[config.mk]
export PLATFORM = sky130hd
export DESIGN_NAME = divider_core
export DESIGN_NICKNAME = d
export VERILOG_FILES = /design/src/rtl/divider_core.sv
export SDC_FILE = /design/constraint.sdc
export NUM_CORES = 1
export LEC_CHECK = 0
export ABC_AREA = 1
export CAP_MARGIN = 15
export CORE_ASPECT_RATIO = 0.7
export CORE_MARGIN = 2
export CORE_UTILIZATION = 54
export CTS_CLUSTER_SIZE = 20
export DETAILED_ROUTE_END_ITERATION = 8
export GPL_ROUTABILITY_DRIVEN = 0
export PLACE_DENSITY = 0.79
export SLEW_MARGIN = 10
export SYNTH_ARGS = -nofsm -noshare
export SYNTH_HDL_FRONTEND = slang
export SYNTH_SLANG_ARGS = --single-unit
[constraint.sdc]
create_clock -name clk_i -period 2.2 [get_ports clk_i]
set_input_delay 0.44 -clock clk_i [delete_from_list [all_inputs] [get_ports clk_i]]
set_output_delay 0.44 -clock clk_i [all_outputs]
set_load 0.03 [all_outputs]
[src/rtl/divider_core.sv]
// Sequential unsigned restoring divider: one quotient bit per clock, start/busy/finish handshake.
// A zero divisor yields an all-ones quotient, so the top bit flags the error.
module divider_core #(
    parameter int unsigned WIDTH = 8
) (
    input  logic             clk_i,
    input  logic             reset_i,
    input  logic [WIDTH-1:0] dividend_i,
    input  logic [WIDTH-1:0] divisor_i,
    input  logic             start_i,
    output logic             busy_o,
    output logic             finish_o,
    output logic [WIDTH:0]   quotient_o
);

    localparam int unsigned CNT_W = (WIDTH > 1) ? $clog2(WIDTH) : 1;

    typedef enum logic [1:0] {
        IDLE,
        CALC,
        DONE
    } state_t;

    state_t           state;
    logic [WIDTH-1:0] rem_q;
    logic [WIDTH-1:0] dvd_q;
    logic [WIDTH-1:0] dvs_q;
    logic [CNT_W-1:0] cnt_q;

    logic [WIDTH:0]   shifted_c;
    logic             ge_c;
    logic [WIDTH-1:0] rem_nxt_c;
    logic [WIDTH-1:0] dvd_nxt_c;

    // One restoring step; the dividend register fills with quotient bits from the right.
    always_comb begin
        shifted_c = {rem_q, dvd_q[WIDTH-1]};
        ge_c      = (shifted_c >= {1'b0, dvs_q});
        rem_nxt_c = shifted_c[WIDTH-1:0];
        if (ge_c) begin
            rem_nxt_c = WIDTH'(shifted_c - {1'b0, dvs_q});
        end
        dvd_nxt_c = {dvd_q[WIDTH-2:0], ge_c};
    end

    always_ff @(posedge clk_i or negedge reset_i) begin
        if (!reset_i) begin
            state      <= IDLE;
            rem_q      <= '0;
            dvd_q      <= '0;
            dvs_q      <= '0;
            cnt_q      <= '0;
            busy_o     <= 1'b0;
            finish_o   <= 1'b0;
            quotient_o <= '0;
        end else begin
            case (state)
                IDLE: begin
                    finish_o <= 1'b0;
                    if (start_i) begin
                        dvd_q  <= dividend_i;
                        dvs_q  <= divisor_i;
                        rem_q  <= '0;
                        cnt_q  <= '0;
                        busy_o <= 1'b1;
                        state  <= CALC;
                    end
                end
                CALC: begin
                    rem_q <= rem_nxt_c;
                    dvd_q <= dvd_nxt_c;
                    cnt_q <= cnt_q + CNT_W'(1);
                    if (cnt_q == CNT_W'(WIDTH - 1)) begin
                        quotient_o <= (dvs_q == '0) ? '1 : {1'b0, dvd_nxt_c};
                        finish_o   <= 1'b1;
                        state      <= DONE;
                    end
                end
                DONE: begin
                    finish_o <= 1'b0;
                    busy_o   <= 1'b0;
                    state    <= IDLE;
                end
                default: begin
                    finish_o <= 1'b0;
                    busy_o   <= 1'b0;
                    state    <= IDLE;
                end
            endcase
        end
    end

endmodule

==> impl_metrics.yaml, run 1 <==
status:
  status: "completed"
cts:
  ctsResizeCount: 0
  cts_setup_buffers: 0
  htreeDepth: 2
  clock_latency_ns: 0.30
  cts_buffers: 5
  clk_pin_slew_worst_paths_ns: 0.08
  clockBufferDepth: 2
  root_buffer: "clkbuf_8"
  clock_sinks: 40
  tritoncts: "yes"
  hold_buffers: 0
synth:
  ys_top_cells_by_count: "59 x nand2_1, 41 x inv_1, 40 x dfrtp_1, 22 x nand3_1, 19 x a21oi_1"
  synthCells: 259
  ys_seq_area_frac: 0.465
  synth_top_area_share: 0.465
  synthesis.area_mm2: 0.00215
  synth.most_common_cell: "nand2_1"
  syn_nets: 289
  synth_async_sr_flop_share: 1.00
  ys_types: 31
  syn_avg_cell_area_um2: 8.30
  synth-seq-cells: 40
  synth-edff-count: 0
  post-synth-top-area-cell: "dfrtp_1"
  yosys_most_used_dff: "dfrtp_1"
  synth_top_cells_by_area: "dfrtp_1 47%, nand2_1 10%, inv_1 7.2%"
  yosys_warnings: 0
routing:
  drt_iter0_drc: 167
  routed_wl_um: 4690
  dr.pass1.iters: 4
  ant_nets: 0
  drt-wirelength-per-cell_um: 13.5
  drc: 0
  via_per_inst: 5.19
  via_count: 1801
sta:
  skew_ns: 0.00641
  rsz0062_at_grt: "no"
  finalHoldViolations: 0
  finalCriticalPeriod_ns: 1.95
  hold_ws_ns: 0.105
  worst_pin_slew_ns: 0.531
  final-setup-viol-count: 0
  maxSlewViolCount: 0
  fmax_mhz: 514
  min_period_over_period: 0.884
  relSlewSlack: 0.645
  tns_ns: 0
cells_and_area:
  area_growth_pct: 22.9
  antenna_cells: 0
  final_nets: 325
  nFillCells: 318
  drive_above_1_share: 0.0780
worst_setup_path:
  cpPeakStageDelay_ns: 0.37
  crit_required_ns: 2.39
  crit_slowest_cell: "dfrtp_1"
  critical_path_class: "flop to flop"
  crit_chain: "inv_1 > ha_1 > nand2_1 > nand2_1 > a21oi_1 > nand4_2 > nand2_1 > nand2_1 > nand2_1 > nand2_1"
  cp-start-kind: "flop"
  crit_arrival_ns: 2.13
  crit_fanout: 10
  crit_top_cell: "nand2_1"
  worstSetupEndpointType: "flop"
floorplan:
  start_util: 0.555
  die_h_um: 56.8
  io_pins: 30
  core_area_mm2: 0.00387
  rows: 19
  die_w_um: 79.4
  die-area_mm2: 0.00451
power_and_ir_drop:
  power.switching_uw: 2060
  netSwitchingFraction: 0.443
  power.share.combinational: 0.566
  internal_power_uw: 2580
  pwr-share-clk: 0.150
  ir_drop_mv: 0.969
  total_power_uw: 4640
  seqPwrFrac: 0.283
  cellPowerDensity_mw_per_mm2: 1760
  power.leakage_uw: 0.00134
placement:
  dp_hpwl_um: 3450
  port_buffers: 29
grt:
  gr-total-overflow: 0
  antenna_found_initial: 0
  grt_usage: 0.226
  grt_pass1_vias: 1645
  grt_pass1_wl_um: 7770
  grt_max_degree: 26
run:
  cap_violations: 0
worst_hold_path:
  hold_path.class: "input port to async pin"
[logic make-up after synthesis]
| logic type | Yosys count | synth area share |
|---|---|---|
| flops | 40 | 0.465 |
| buf+inv | 49 | 0.0884 |
| xor+xnor | 3 | 0.0122 |
| simple gates | 107 | 0.226 |
| fa+ha+maj | 11 | 0.0675 |
| mux | 1 | 0.00524 |
| compound gates | 48 | 0.135 |
[flip-flops by register name (all words and copies together), names as in the netlist]
name,count
busy_o,1
cnt_q,3
dvd_q,8
dvs_q,8
finish_o,1
quotient_o,9
rem_q,8
state,2
[path summary, 6_finish.rpt]
check | cells after the start | start | slack (ns) | endpoint
min reg2reg | 1 | cnt_q[1] | 0.51 | cnt_q[1]
max reg2reg | 10 | dvs_q[6] | 0.25 | rem_q[7]
max in group asynchronous | 2 | reset_i | 1.55 | dvd_q[6]
min | 1 | reset_i | 0.10 | dvd_q[2]
min in group clk_i | 1 | cnt_q[1] | 0.51 | cnt_q[1]
max | 10 | dvs_q[6] | 0.25 | rem_q[7]
[area by class of cell]
type                            count  area, µm²  share of cell area
Clock buffer                        5       68.8              0.0260
Clock inverter                      2       60.1              0.0227
Inverter                           44        165              0.0625
Multi-Input combinational cell    170        960               0.363
Sequential cell                    40       1000               0.379
Tap cell                           52       65.1              0.0246
Timing Repair Buffer               34        323               0.122
[per-layer routing]
layer / GRT usage / vias to the layer above / wire (µm)
met5: 0 / - / 0
met4: 0.0665 / 0 / 51
met3: 0.0547 / 7 / 295
met2: 0.309 / 53 / 1960
met1: 0.353 / 830 / 2380
li1: - / 911 / -
[critical path, delay by kind of cell, from the launching register on]
kind,cells,cell delay [ns]
fa+ha+maj,1,0.32
compound gates,1,0.24
flops,1,0.37
simple gates,7,0.83
buf+inv,1,0.07
[power groups by stage]
stage / logic, µW / registers [µW] / clock network [µW]
after floorplan: 1760 / 1480 / 0
after global placement: 2540 / 1310 / 0
after detailed placement: 2600 / 1320 / 0
after CTS: 2620 / 1320 / 708
after global routing: 2950 / 1360 / 744
final: 2630 / 1310 / 698
[cells in the final DEF (no fill, tap or decap), types with 2 or more instances in the layout]
master	Yosys	final
xnor2_1	2	2
inv_2	3	3
bufinv_16	0	2
ha_1	10	10
dfrtp_1	40	40
clkdlybuf4s50_1	0	28
a22o_1	2	2
clkbuf_8	0	5
nand3_1	22	22
inv_1	41	41
a2bb2oi_1	7	7
nor2_1	15	15
nor4_1	2	2
o21ai_0	17	17
a21oi_1	19	19
buf_4	1	5
nand2_1	59	59
[stage by stage]
step	setup WS (ns)	utilization	area (µm²)	instances
6_report	0.254	0.682	2640	347
5_1_grt	0.0800	0.682	2640	347
4_1_cts	0.265	0.682	2640	347
3_5_place_dp	0.207	0.649	2510	340
3_3_place_gp	0.231	0.649	2510	340
2_1_floorplan	0.542	-	2150	259
No activity file was read; power rests on OpenSTA's default activity.
==> run 2: changes to the inputs <==
--- a/config.mk
+++ b/config.mk
@@ -7,7 +7,6 @@
 export LEC_CHECK = 0
 export ABC_AREA = 1
 export CAP_MARGIN = 15
-export CORE_ASPECT_RATIO = 0.7
 export CORE_MARGIN = 2
 export CORE_UTILIZATION = 54
 export CTS_CLUSTER_SIZE = 20
==> impl_metrics.yaml, run 2 (synthesized netlist as in run 1, its figures left out) <==
cells_and_area:
  largest_reg_flops: 9
  antenna_cells: 0
  finalNonFillerCells: 342
  layout_commonest_cell: "nand2_1"
  final_cell_mix: "59 x nand2_1, 41 x inv_1, 40 x dfrtp_1, 28 x clkdlybuf4s50_1, 22 x nand3_1"
  final_nets: 324
  regMostFlops: "quotient_o"
  area_growth_pct: 19.9
  nFillCells: 330
  drive_above_1_share: 0.0714
  utilization: 0.689
cts:
  clockBufferDepth: 2
  ctsResizeCount: 0
  root_buffer: "clkbuf_8"
  hold_buffers: 0
  tritoncts: "yes"
  clock_sinks: 40
  clock_latency_ns: 0.29
  clk_pin_slew_worst_paths_ns: 0.07
  cts_setup_buffers: 0
  cts_buffers: 5
  htreeDepth: 2
floorplan:
  core_area_mm2: 0.00374
  rows: 22
  start_util: 0.575
  io_pins: 30
  die_w_um: 67.1
  die_h_um: 67.1
  die-area_mm2: 0.00450
placement:
  dp_cells: 335
  dp_slack_ns: 0.329
  port_buffers: 29
  dp_hpwl_um: 3380
routing:
  ant_nets: 0
  drt-wirelength-per-cell_um: 13.1
  dr.pass1.iters: 4
  via_per_inst: 5.25
  routed_wl_um: 4500
  drc: 0
  via_count: 1796
  drt_iter0_drc: 97
worst_hold_path:
  hold_path.class: "input port to async pin"
worst_setup_path:
  cp-start-kind: "flop"
  critPathBufInv: 3
  crit_arrival_ns: 2.03
  worstSetupEndpointType: "flop"
  rrSetupSlack_ns: 0.35
  crit_required_ns: 2.38
  crit_top_cell: "nand2_1"
  crit_fanout: 10
  cp_top_family: "simple AND/OR/NAND/NOR gates"
  cpPeakStageDelay_ns: 0.36
  crit_chain: "inv_1 > ha_1 > nand2_1 > inv_1 > nand2_1 > nand2_1 > nand2_1 > nand4_2 > inv_1 > nand2_1 > o21a_1"
  crit_slowest_cell: "dfrtp_1"
  critical_path_class: "flop to flop"
sta:
  rsz0062_at_grt: "no"
  worst_pin_slew_ns: 0.700
  finalCriticalPeriod_ns: 1.85
  min_period_over_period: 0.840
  tns_ns: 0
  timing.final.ws_setup_ns: 0.352
  skew_ns: 0.00300
  final-setup-viol-count: 0
  maxSlewViolCount: 0
  fmax_mhz: 541
  finalHoldViolations: 0
  relSlewSlack: 0.529
power_and_ir_drop:
  power.leakage_uw: 0.00131
  cellPowerDensity_mw_per_mm2: 1700
  total_power_uw: 4390
  ir_drop_mv: 0.947
grt:
  grt_max_degree: 41
  grt_pass1_vias: 1722
  grt_pass1_wl_um: 7730
  grt_usage: 0.230
  antenna_found_initial: 0
  gr-total-overflow: 0
run:
  cap_violations: 0
status:
  status: "completed"
## run 2: worst paths after layout
| kind | startpoint | endpoint | depth (start not counted) |
|---|---|---|---|
| worst min register to register | quotient_o[0] | quotient_o[0] | 1 |
| worst min-delay path | reset_i | quotient_o[7] | 2 |
| worst max register to register | dvs_q[3] | quotient_o[0] | 11 |
| max in group asynchronous | reset_i | rem_q[7] | 2 |
| worst max-delay path | dvs_q[3] | quotient_o[0] | 11 |
| min in group clk_i | quotient_o[0] | quotient_o[0] | 1 |
## run 2: cell type report
class	count	area, µm²	area share
clock buffer	6	72.6	0.0281
clock inverter	1	5.00	0.00194
inverter	44	165	0.0640
multi-input combinational	170	960	0.372
sequential	40	1000	0.388
tap	48	60.1	0.0233
timing repair buffer	33	315	0.122
## run 2: metrics by stage
step                      hold slack (ns)  area [µm²]
after floorplan                     0.144        2150
after global routing                0.232        2580
after detailed placement            0.492        2500
after CTS                           0.214        2580
final                               0.194        2580
after global placement              0.484        2500
## run 2: layer usage
metal  wire length [µm]  vias up  track usage
li1                   -      905            -
met1               2140      838        0.307
met2               2090       44        0.371
met3                197        9       0.0456
met4                 72        0       0.0893
met5                  0        -            0
## run 2: where the power goes
part	internal, µW	leakage (µW)	switching (µW)	total [µW]
sequential	1110	0.000465	206	1310
clock	215	0.0000410	232	448
combinational	1030	0.000803	1600	2630
total	2360	0.00131	2030	4390
